### src/rtl/seg7_pkg.sv
// Shared constants, scan states and the hex-to-segment encoding for the
// 4-digit common-anode display scanner.
package seg7_pkg;

    localparam int AN_MSB  = 11;
    localparam int AN_LSB  = 8;
    localparam int SEG_MSB = 7;
    localparam int DIGITS  = 4;

    typedef enum logic {
        ST_IDLE = 1'b0,
        ST_SCAN = 1'b1
    } scan_state_e;

    // Active-high {g,f,e,d,c,b,a}
    function automatic logic [6:0] hex7(input logic [3:0] nib);
        logic [6:0] pat;
        case (nib)
            4'h0: pat = 7'h3F;
            4'h1: pat = 7'h06;
            4'h2: pat = 7'h5B;
            4'h3: pat = 7'h4F;
            4'h4: pat = 7'h66;
            4'h5: pat = 7'h6D;
            4'h6: pat = 7'h7D;
            4'h7: pat = 7'h07;
            4'h8: pat = 7'h7F;
            4'h9: pat = 7'h6F;
            4'hA: pat = 7'h77;
            4'hB: pat = 7'h7C;
            4'hC: pat = 7'h39;
            4'hD: pat = 7'h5E;
            4'hE: pat = 7'h79;
            default: pat = 7'h71;
        endcase
        return pat;
    endfunction

endpackage

### src/rtl/seg7_hex_decode.sv
// Combinational nibble to active-high 7-segment pattern; also used by the
// software-visible test mux.
module seg7_hex_decode
    import seg7_pkg::*;
(
    input  logic [3:0] nibble_i,
    output logic [6:0] seg_o
);

    assign seg_o = hex7(nibble_i);

endmodule

### src/rtl/seg7_scan_driver.sv
// Autonomous 4-digit scanner: per-slot anti-ghost guard, PWM brightness and
// tear-free value updates committed only on frame boundaries.
module seg7_scan_driver
    import seg7_pkg::*;
#(
    parameter int SCAN_DIV = 100000,
    parameter int GUARD    = 4
) (
    input  logic        clk,
    input  logic        rst_n,
    input  logic        enable,
    input  logic        load,
    input  logic [15:0] value,
    input  logic [3:0]  dp,
    input  logic [3:0]  blank,
    input  logic [3:0]  duty,
    output logic [11:0] digi,
    output logic        frame_done
);

    localparam int              DIV_W    = (SCAN_DIV > 1) ? $clog2(SCAN_DIV) : 1;
    localparam logic [DIV_W-1:0] DIV_LAST = DIV_W'(SCAN_DIV - 1);
    localparam logic [31:0]     GUARD_W  = 32'(GUARD);
    localparam logic [31:0]     POST_LEN = 32'(SCAN_DIV - GUARD);

    scan_state_e      state_q, state_d;
    logic [DIV_W-1:0] div_q, div_d;
    logic [1:0]       idx_q, idx_d;
    logic [15:0]      stg_value_q, stg_value_d, shd_value_q, shd_value_d;
    logic [3:0]       stg_dp_q, stg_dp_d, shd_dp_q, shd_dp_d;
    logic [3:0]       stg_blank_q, stg_blank_d, shd_blank_q, shd_blank_d;
    logic             pending_q, pending_d;
    logic [11:0]      digi_q, digi_d;
    logic             commit;

    logic [3:0] nibbles [DIGITS];
    logic [6:0] seg_pat;

    for (genvar gi = 0; gi < DIGITS; gi++) begin : g_nib
        assign nibbles[gi] = shd_value_q[gi*4 +: 4];
    end

    seg7_hex_decode u_dec (
        .nibble_i (nibbles[idx_q]),
        .seg_o    (seg_pat)
    );

    always_comb begin
        state_d    = state_q;
        div_d      = div_q;
        idx_d      = idx_q;
        frame_done = 1'b0;
        commit     = 1'b0;
        case (state_q)
            ST_IDLE: begin
                div_d = '0;
                idx_d = '0;
                if (enable) begin
                    state_d = ST_SCAN;
                    commit  = 1'b1;
                end
            end
            default: begin
                if (!enable) begin
                    state_d = ST_IDLE;
                    div_d   = '0;
                    idx_d   = '0;
                end else if (div_q == DIV_LAST) begin
                    div_d = '0;
                    idx_d = idx_q + 2'd1;
                    if (idx_q == 2'd3) begin
                        frame_done = 1'b1;
                        commit     = 1'b1;
                    end
                end else begin
                    div_d = div_q + 1'b1;
                end
            end
        endcase
    end

    // A load landing on the commit cycle bypasses staging straight to shadow.
    always_comb begin
        stg_value_d = stg_value_q;
        stg_dp_d    = stg_dp_q;
        stg_blank_d = stg_blank_q;
        shd_value_d = shd_value_q;
        shd_dp_d    = shd_dp_q;
        shd_blank_d = shd_blank_q;
        pending_d   = pending_q;
        if (load) begin
            stg_value_d = value;
            stg_dp_d    = dp;
            stg_blank_d = blank;
            pending_d   = 1'b1;
        end
        if (commit) begin
            if (load) begin
                shd_value_d = value;
                shd_dp_d    = dp;
                shd_blank_d = blank;
                pending_d   = 1'b0;
            end else if (pending_q) begin
                shd_value_d = stg_value_q;
                shd_dp_d    = stg_dp_q;
                shd_blank_d = stg_blank_q;
                pending_d   = 1'b0;
            end
        end
    end

    logic [31:0] div_ext;
    logic        lit;

    always_comb begin
        div_ext = 32'(div_q);
        lit     = (((div_ext - GUARD_W) << 4) < ((32'(duty) + 32'd1) * POST_LEN));
        digi_d  = 12'hFFF;
        if (state_q == ST_SCAN && enable && div_ext >= GUARD_W && !shd_blank_q[idx_q]) begin
            digi_d[AN_MSB:AN_LSB] = ~(4'b0001 << idx_q);
            if (lit) begin
                digi_d[SEG_MSB:0] = ~{shd_dp_q[idx_q], seg_pat};
            end
        end
    end

    always_ff @(posedge clk) begin
        if (!rst_n) begin
            state_q     <= ST_IDLE;
            div_q       <= '0;
            idx_q       <= '0;
            stg_value_q <= '0;
            stg_dp_q    <= '0;
            stg_blank_q <= '0;
            shd_value_q <= '0;
            shd_dp_q    <= '0;
            shd_blank_q <= '0;
            pending_q   <= 1'b0;
            digi_q      <= 12'hFFF;
        end else begin
            state_q     <= state_d;
            div_q       <= div_d;
            idx_q       <= idx_d;
            stg_value_q <= stg_value_d;
            stg_dp_q    <= stg_dp_d;
            stg_blank_q <= stg_blank_d;
            shd_value_q <= shd_value_d;
            shd_dp_q    <= shd_dp_d;
            shd_blank_q <= shd_blank_d;
            pending_q   <= pending_d;
            digi_q      <= digi_d;
        end
    end

    assign digi = digi_q;

endmodule

### config.mk
export PLATFORM = sky130hd
export DESIGN_NAME = seg7_scan_driver
export DESIGN_NICKNAME = d
export VERILOG_FILES = /design/src/rtl/seg7_pkg.sv /design/src/rtl/seg7_hex_decode.sv /design/src/rtl/seg7_scan_driver.sv
export SDC_FILE = /design/constraint.sdc
export NUM_CORES = 1
export LEC_CHECK = 0
export CORE_MARGIN = 5
export CORE_UTILIZATION = 55
export CTS_BUF_LIST = sky130_fd_sc_hd__clkbuf_8
export DETAILED_ROUTE_END_ITERATION = 7
export PLACE_DENSITY = 0.88
export SETUP_SLACK_MARGIN = 0.15
export SLEW_MARGIN = 20
export SYNTH_ARGS = -nofsm -noshare
export SYNTH_HDL_FRONTEND = slang
export SYNTH_SLANG_ARGS = --single-unit
### constraint.sdc
create_clock -name clk -period 8.82 [get_ports clk]
set_clock_uncertainty 0.2 [all_clocks]
set_input_delay 0.882 -clock clk [delete_from_list [all_inputs] [get_ports clk]]
set_output_delay 0.882 -clock clk [all_outputs]
set_load 0.01 [all_outputs]
# Word-level counts from Yosys, hierarchy flattened

Memories as Yosys holds them, arrays and structs flattened.
Index checks and enable logic that the tools add are counted.

Register bits: 81
ROM bits: 112
Output and inout port bits: 13
Memories kept: 1

Memory list:

| name             | words | width | read ports | clocked after Yosys merged registers in | wr ports | line           | source |
|---|---|---|---|---|---|---|---|
| (name not given) | 16    | 7     | 1          | 0                                       | 0        | seg7_pkg.sv:18 | `case (nib)` |

$add $sub $neg: 4
Multipliers: 1
Magnitude comparators: 4
Eq/ne operators: 2
Shifts and indexed selects: 1
Mux-type cells: 23
Bitwise logic cells: 6
Reductions and logical operators: 10

Operator list:

| kind                                                  | count |
|---|---|
| < comparator 32 x 22 -> 1 bit                         | 1 |
| 2-to-1 mux 16 bit                                     | 2 |
| 2-to-1 mux 4 bit                                      | 6 |
| multiplier 5 x 15 -> 20 bit (second input constant)   | 1 |
| subtractor 17 x 3 -> 18 bit (second input constant)   | 1 |
| adder 17 x 1 -> 17 bit (second input constant)        | 1 |
| == test 17 bit (second input constant)                | 1 |
| >= comparator 17 x 3 -> 1 bit (second input constant) | 1 |
| 2-to-1 mux 1 bit                                      | 12 |
| binary-select mux 4 bit (select 2 bit)                | 1 |
| inverter 8 bit                                        | 1 |
| AND reduction 3 bit                                   | 2 |
| adder 4 x 1 -> 5 bit (second input constant)          | 1 |
| binary-select mux 1 bit (select 2 bit)                | 2 |
| inverter 4 bit                                        | 1 |
| AND reduction 2 bit                                   | 2 |
| OR reduction 4 bit                                    | 1 |
| << shifter 1 x 2 -> 4 bit (first input constant)      | 1 |
| >= comparator 3 bit (second input constant)           | 1 |
| logical AND 1 bit                                     | 3 |
| < comparator 2 x 3 -> 1 bit (second input constant)   | 1 |
| inverter 1 bit                                        | 3 |
| inverter 2 -> 3 bit                                   | 1 |
| adder 2 x 1 -> 2 bit (second input constant)          | 1 |
| other kinds (3)                                       | 3 |

# Logic depth before layout (Yosys ltp)

Gate-level depths: netlist of run 1.

Depth in word-level cells: 6
Mapped depth: 26
Depth with buffers taken out: 24

# Cells and area by module

From an unflattened synthesis of run 1, not the netlist that was laid out.

Cells, all modules: 591
Area, all modules: 5,499.0 um^2

Modules (own cells, without submodules):

| module           | times used | cells each | area each (um^2) |
|---|---|---|---|
| seg7_scan_driver | 1          | 558        | 5,211.2 |
| seg7_hex_decode  | 1          | 33         | 287.8 |

# Least setup slack after synthesis of run 1

OpenSTA, ideal clock, no wires.

Path type: input port to flip-flop
Start point: in duty[0]
End point: reg digi_q[1], in the netlist digi[1]
Setup time: 0.140 ns
Arrival time: 5.478 ns
Required time: 8.480 ns
Path slack: 3.002 ns
Stages on the path: 25
Path through: clkbuf_1 > nand3_1 > xnor2_1 > inv_1 > fa_1 > ha_1 > inv_1 > fa_1 > inv_1 > ha_1 > a21o_1 > a21oi_1 > nand2_1 > a21oi_1 > o31ai_1 > a21oi_1 > xor2_1 > ha_1 > a21o_1 > a21oi_1 > nor2b_1 > o21ai_0 > and4_1 > buf_2 > o221ai_1

Word-level cells in the longest chain between the ends: 4

Ends and longest elaborated chain:

| item                                 | line                    | source |
|---|---|---|
| start, declared                      | seg7_scan_driver.sv:16  | `input logic [3:0] duty,` |
| adder 4 x 1 -> 5 bit                 | seg7_scan_driver.sv:117 | `lit = (((div_ext - GUARD_W) << 4) < ((32'(duty) + 32'd1) * POST_LEN));` |
| multiplier 5 x 15 -> 20 bit          | seg7_scan_driver.sv:117 |  |
| < comparator 32 x 22 -> 1 bit        | seg7_scan_driver.sv:117 |  |
| AND reduction 3 bit (no source line) | n/a                     |  |
| end signal, assigned                 | seg7_scan_driver.sv:151 | `digi_q <= digi_d;` |
| end, declared                        | seg7_scan_driver.sv:33  | `logic [11:0] digi_q, digi_d;` |

Every way passes these cells.
A chain may end at the register's enable or synchronous reset.

# Final worst setup path of run 1

Start point: in duty[0]
End point: reg digi_q[2], in the netlist digi[2]

Same word-level chain as after synthesis.

==> flow_summary_export.csv, run 1 <==
group,metric,value,unit
worst_setup_path,cp_max_fo,8,
detailed_routing,drc,0,
cts,cts_sinks,81,
min_path,min_from,"div_q[0]$_SDFF_PP0_",
timing,period_share,74.8,%
synthesis,synth_cells,570,
placed_design,dp.final_hpwl,8.64,mm
min_path,hp-class,"register to register",
global_routing,track_usage,19.9,%
worst_setup_path,cp_common_cell,"a21oi_1",
cts,cts_tree,"yes",
timing,setup_viol,0,
worst_setup_path,worst-path-buf-inv,4,
worst_setup_path,required,8820,ps
global_routing,antenna_found_initial,0,
cts,cts.repair.resized,0,
worst_setup_path,worstSetupEndpointType,"register",
cts,cts-root-buf,"clkbuf_8",
die,fp.dieH,109,µm
final_layout,fin_area,6130,µm²
die,start_util,55.9,%
die,num_rows,36,
die,core_area,9730,µm²
placed_design,io_buffer_count,44,
placed_design,dp.cells,722,
global_routing,grt_max_degree,51,
timing,rsz0062_at_grt,"no",
synthesis,ys_seq_area_share,29.8,%
final_layout,fin_nets,711,
global_routing,grt_pass1_wl,19.3,mm
final_layout,drive_above_1_share,9.42,%
global_routing,globalRouteOverflowTotal,0,
worst_setup_path,r2r_start,"div_q[5]$_SDFF_PP0_",
run_status,status,"completed",
final_layout,antennaDiodeCount,0,
worst_setup_path,crit_path_start_kind,"primary input",
cts,numCtsBuffers,9,
synthesis,synth_edf_count,0,
timing,maxSlewViolCount,0,
synthesis,syn_nets,681,
power,total_power,0.000946,W
synthesis,ys_ff_latch,81,
timing,finalSetupTns,0,ps
cts,cts_max_level,3,
detailed_routing,vias_per_cell,5.43,
worst_setup_path,crit_path_max_incr_delay,700,ps
cts,clk_path_buf_depth,2,
detailed_routing,wirelength,11.2,mm
timing,slew_headroom,51.1,%
detailed_routing,via_count,4011,
timing,min_period,6600,ps
worst_setup_path,arrival,6600,ps
worst_setup_path,critical_path_class,"primary input to register",
synthesis,synth_ff_type,"dfxtp_1",
synthesis,synth_cell_types,52,
global_routing,grt_pass1_vias,4180,
worst_setup_path,crit_chain,"clkdlybuf4s50_1, nand3_1, xnor2_1, inv_1, fa_1, ha_1, inv_1, fa_1, inv_1, ha_1, a21o_1, a21oi_1, nand2_1, a21oi_1, o31ai_1, a21oi_1, xor2_1, ha_1, a21o_1, a21oi_1, nor2b_1, o21ai_0, and4_1, o221ai_1",
worst_setup_path,cp-startpoint,"duty[0]",
synthesis,yosysWarnings,0,
timing,worst_pin_slew,728,ps
placed_design,routabilityCongestion,0.948,
cts,post_cts_buffers,0,
timing,max_freq,152,MHz
die,die_width,109,µm
placed_design,post_dp_cell_area,5920,µm²
synthesis,syn_avg_cell_area,9.54,µm²
cts,cts_hold_buf,0,
detailed_routing,drt_iter0_drc,209,
timing,hold_viol_final,0,
synthesis,synth-async-reset-ratio,0,%
power,leakage,2.63,nW
power,power-per-cell-area,154,nW/µm²
die,die_area,12000,µm²
worst_setup_path,crit_family,"compound AO/OA/AOI/OAI gates",
detailed_routing,dr.pass1.iters,5,
power,ir_drop,107,µV
cts,insertion_delay,350,ps
final_layout,syn_to_final_growth,12.8,%
job,drv_cap,0,
cts,clk_pin_slew,90,ps
detailed_routing,ant_nets,0,
die,io_pins,45,
detailed_routing,wire_per_inst,15.2,µm
synthesis,syn-cell-area,5440,µm²
final_layout,finalNonFillerCells,738,
worst_setup_path,rrSetupSlack,5310,ps
worst_setup_path,cp_slowest_cell,"clkdlybuf4s50_1",
==> cells by family (layout without fill, tap and decap cells) <==
kind of cell | after synthesis | count (layout) | share of synthesized area, %
buf+inv | 55 | 90 | 4.51
xor+xnor | 46 | 46 | 7.41
simple gates | 183 | 183 | 17.4
flops | 81 | 81 | 29.8
mux | 56 | 56 | 13.6
compound gates | 70 | 70 | 8.56
fa+ha+maj | 79 | 79 | 18.6
==> cells in the mapped netlist (3+ instances only) <==
master,number,area [µm²]
nor3_1,11,55.1
a21o_1,7,52.6
buf_2,7,35.0
ha_1,76,951
or2_2,3,18.8
or3_1,4,25.0
fa_1,3,60.1
o221ai_1,5,43.8
mux2_2,5,56.3
mux4_2,6,135
nand2b_1,5,31.3
and2_1,27,169
nor4_1,4,25.0
xor2_1,25,219
nand3_1,8,40.0
o21a_1,5,37.5
a21oi_1,19,95.1
nor2b_1,33,206
mux2_4,20,300
xnor2_1,21,184
nand4_1,6,37.5
mux2i_1,25,250
nor2_1,43,161
clkbuf_1,15,56.3
nand2_1,31,116
o21ai_0,12,60.1
buf_6,4,45.0
inv_1,27,101
dfxtp_1,81,1620
and3_1,3,18.8
==> cell usage in the layout (no fill, tap or decap), types with 4 or more instances in the layout <==
| master | instances |
|---|---|
| nand2b_1 | 5 |
| ha_1 | 76 |
| nand2_1 | 31 |
| nor2b_1 | 33 |
| nor4_1 | 4 |
| mux2_4 | 20 |
| and2_1 | 27 |
| nor3_1 | 11 |
| nor2_1 | 43 |
| mux2_2 | 5 |
| a21o_1 | 7 |
| mux2i_1 | 25 |
| o221ai_1 | 5 |
| a21oi_1 | 19 |
| mux4_2 | 6 |
| inv_1 | 27 |
| o21a_1 | 5 |
| clkdlybuf4s50_1 | 44 |
| xor2_1 | 25 |
| clkbuf_8 | 10 |
| o21ai_0 | 12 |
| or3_1 | 4 |
| xnor2_1 | 21 |
| nand3_1 | 8 |
| dfxtp_1 | 81 |
| nand4_1 | 6 |
==> through the flow <==
| step | util [%] | setup WS, ps | hold WS [ps] |
|---|---|---|---|
| 4_1_cts | 63.0 | 2230 | 294 |
| 3_3_place_gp | 60.9 | 2140 | 257 |
| 2_1_floorplan | - | 3000 | 233 |
| 5_1_grt | 63.0 | 1800 | 318 |
| 6_report | 63.0 | 2220 | 290 |
| 3_5_place_dp | 60.9 | 1870 | 269 |
==> routing by layer <==
metal / wire [µm] / track usage [%] / vias to the layer above
met4: 133 / 4.54 / 0
met2: 5890 / 36.5 / 75
met1: 4840 / 24.0 / 1910
li1: - / - / 2013
met5: 0 / 0 / -
met3: 369 / 3.82 / 13
==> worst register-to-register path, delay by kind of cell (launching register included) <==
| family | cells | cell delay [ps] |
|---|---|---|
| compound gates | 4 | 640 |
| xor+xnor | 1 | 200 |
| fa+ha+maj | 1 | 260 |
| flops | 1 | 410 |
| simple gates | 5 | 1650 |
==> sequential cells by signal, indices dropped and copies added (netlist names) <==
signal / cells
digi: 12
idx_q: 2
pending_q: 1
stg_dp_q: 4
shd_dp_q: 4
stg_blank_q: 4
shd_value_q: 16
stg_value_q: 16
state_q: 1
shd_blank_q: 4
div_q: 17
==> where the power goes <==
part / total, W / internal, W / switching, W
Combinational: 0.000280 / 0.000134 / 0.000145
Sequential: 0.000382 / 0.000378 / 0.00000492
Clock: 0.000284 / 0.000142 / 0.000142
==> final timing paths <==
| path | to | cells past startpoint |
|---|---|---|
| worst max-delay path | digi[2]$_SDFF_PN1_ | 24 |
| worst min-delay path | div_q[0]$_SDFF_PP0_ | 1 |
| worst min register to register | div_q[0]$_SDFF_PP0_ | 1 |
| worst max register to register | digi[2]$_SDFF_PN1_ | 11 |
==> cell type report <==
cell class              instances  area, µm²
fillers                       751       3600
multi-input cells             434       3570
flip-flops and latches         81       1620
repair buffers                 47        463
well taps                     133        166
clock buffers                  10        138
inverters                      27        101
clock inverters                 6       73.8
(Power assumes the default switching activity.)
==> inputs of run 2 (changes only) <==
Settings changed: PLACE_DENSITY 0.88 to 0.91.
Clock period 8.82 ns to 5.8 ns, I/O delays scaled along.
==> run 2 against run 1 <==
Core utilization is 2.0 points higher; non-clock buffer count is 19 higher; clock power is 38% higher; sequential share of layout area is 0.80 points lower; largest power group unchanged.
==> flow_summary_export.csv, run 2 (synthesis gave the netlist of run 1 again) <==
group,metric,value,unit
timing,maxSlewViolCount,0,
detailed_routing,vias_per_cell,5.64,
worst_setup_path,worstSetupEndpointType,"register",
worst_setup_path,crit_family,"adder cells",
die,die_width,109,µm
die,io_pins,45,
global_routing,track_usage,21.2,%
job,drv_cap,0,
worst_setup_path,critical_path_class,"primary input to register",
final_layout,drive_above_1_share,14.6,%
placed_design,io_buffer_count,44,
min_path,min_path_cells,1,
timing,max_freq,183,MHz
timing,period_share,94.1,%
power,combPwrFrac,33.7,%
detailed_routing,ant_nets,0,
detailed_routing,via_count,4270,
final_layout,mostFrequentLayoutCells,"dfxtp_1 (81), ha_1 (75), nor2_1 (43), clkdlybuf4s50_1 (41), nor2b_1 (33)",
die,fp.dieH,109,µm
worst_setup_path,cp_common_cell,"ha_1",
worst_setup_path,rr_worst_depth,11,
final_layout,layout_commonest_cell,"dfxtp_1",
final_layout,regMostFlops,"div_q",
cts,cts_hold_buf,0,
die,num_rows,36,
die,start_util,55.9,%
timing,min_period,5460,ps
global_routing,globalRouteOverflowTotal,0,
cts,cts_tree,"yes",
global_routing,gr-max-usage-layer,"met2",
run_status,status,"completed",
worst_setup_path,crit_path_max_incr_delay,580,ps
cts,insertion_delay,360,ps
global_routing,use_met3,3.93,%
worst_setup_path,r2r-end,"digi[5]$_SDFF_PN1_",
detailed_routing,drt_iter0_drc,310,
min_path,hp-class,"register to register",
final_layout,fin_nets,730,
power,ir_drop,223,µV
final_layout,syn_to_final_growth,16.3,%
cts,numCtsBuffers,9,
cts,clk_pin_slew,100,ps
min_path,min_to,"div_q[0]$_SDFF_PP0_",
final_layout,post-route-util,65.0,%
cts,clk_path_buf_depth,2,
worst_setup_path,crit_chain,"clkdlybuf4s50_1, and3_4, inv_2, fa_1, ha_1, inv_1, fa_1, inv_1, ha_1, buf_4, nand4b_1, nand2_1, a21oi_2, o31ai_2, a21oi_1, xor2_1, ha_1, a21o_1, a21oi_1, nor2b_1, o21ai_1, and4_4, o221ai_1",
worst_setup_path,cp_max_fo,8,
final_layout,antennaDiodeCount,0,
global_routing,grt_pass1_vias,4451,
worst_setup_path,crit_path_start_kind,"primary input",
die,core_area,9730,µm²
timing,layout_setup_ws,343,ps
global_routing,grt_pass1_wl,20.4,mm
power,p_switching,0.000490,W
cts,cts-root-buf,"clkbuf_8",
placed_design,routabilityCongestion,0.979,
global_routing,met2_usage,38.1,%
placed_design,dp.final_hpwl,9.15,mm
worst_setup_path,required,5810,ps
final_layout,largest_reg_flops,17,
worst_setup_path,cp_slowest_cell,"clkdlybuf4s50_1",
detailed_routing,wire_per_inst,16.3,µm
power,leakage,2.76,nW
timing,hold_viol_final,0,
timing,slew_headroom,51.7,%
final_layout,register_area,1620,µm²
min_path,min_from,"div_q[0]$_SDFF_PP0_",
worst_setup_path,r2r_start,"div_q[5]$_SDFF_PP0_",
cts,cts_max_level,3,
power,p_clk_share,26.6,%
power,power-per-cell-area,232,nW/µm²
final_layout,top_regs,"div_q: 17 flops, shd_value_q: 16 flops, stg_value_q: 16 flops",
power,p_seq_share,39.7,%
cts,cts_sinks,81,
timing,worst_pin_slew,719,ps
placed_design,post-place-ws,-270,ps
detailed_routing,drc,0,
global_routing,antenna_found_initial,0,
worst_setup_path,rrSetupSlack,2450,ps
die,die_area,12000,µm²
final_layout,multi_input_area,3640,µm²
timing,setup_viol,0,
final_layout,fillCellCount,710,
power,p_sw_share,33.4,%
global_routing,grt_max_degree,52,
global_routing,met1_usage,25.7,%
power,p_int,0.000977,W
worst_setup_path,arrival,5460,ps
detailed_routing,wirelength,12.3,mm
worst_setup_path,worst-path-buf-inv,5,
detailed_routing,dr.pass1.iters,5,
timing,rsz0062_at_grt,"no",
## run 2: cell count changes in the layout (fill, tap and decap cells not counted), sizes merged
cell,previous run,this run
buf,3,22
bufinv,1,0
clkbuf,10,9
clkdlybuf4s50,44,41
clkinv,0,1
clkinvlp,2,1
dlymetal6s2s,0,3
inv,30,32
## run 2: layout make-up
cell class	count	area share [%]
multi-input combinational	434	57.5
tap	133	2.63
clock buffer	9	1.96
inverter	27	1.60
sequential	81	25.6
clock inverter	7	0.930
timing repair buffer	66	9.70
## run 2: repair_timing
item,4_1_cts,5_1_grt
buffers inserted,0,1
gates resized for setup,2,18
pin swaps,0,6
gates cloned,0,0
hold endpoints to repair,0,0
setup endpoints to repair,5,8
## run 2: worst max path at each step
stage	start	end	slack [ps]	depth (start not counted)
after detailed placement	duty[1]	digi[5]$_SDFF_PN1_	-270	24
after global routing	duty[3]	digi[5]$_SDFF_PN1_	110	23
after floorplan	duty[0]	digi[1]$_SDFF_PN1_	280	25
after CTS	duty[1]	digi[5]$_SDFF_PN1_	170	24
final	duty[3]	digi[5]$_SDFF_PN1_	340	23
after global placement	duty[1]	digi[6]$_SDFF_PN1_	-10	24
## run 2: metrics by stage
| stage | power [W] | TNS (ps) | instance area (µm²) | cells | hold slack [ps] |
|---|---|---|---|---|---|
| floorplan | 0.000914 | 0 | 5440 | 570 | 233 |
| detailed placement | 0.00106 | -1720 | 6060 | 740 | 282 |
| global route | 0.00155 | 0 | 6320 | 757 | 343 |
| CTS | 0.00144 | 0 | 6240 | 756 | 303 |
| global placement | 0.00102 | -57.4 | 6060 | 740 | 260 |
| finish | 0.00147 | 0 | 6320 | 757 | 298 |
## run 2: routing by layer
metal  wire length, µm  part of all wire (%)
met1              5210                    42
met2              6240                    51
met3               610                   4.9
met4               270                   2.2
met5                 0                     0
## run 2: worst register-to-register path, delay by kind of cell, from the launching register on
kind | cells | cell delay, ps
and+or+nand+nor | 5 | 1530
DFF | 1 | 410
adders and majority gates | 1 | 280
AOI/OAI and AO/OA | 4 | 590
xor gates and xnor gates | 1 | 210
## run 2: power by group through the flow
stage / sequential, W / combinational [W] / clock (W)
after floorplan: 0.000591 / 0.000322 / 0
after global placement: 0.000593 / 0.000432 / 0
after detailed placement: 0.000594 / 0.000462 / 0
after CTS: 0.000582 / 0.000467 / 0.000395
after global routing: 0.000584 / 0.000547 / 0.000424
final: 0.000582 / 0.000494 / 0.000391
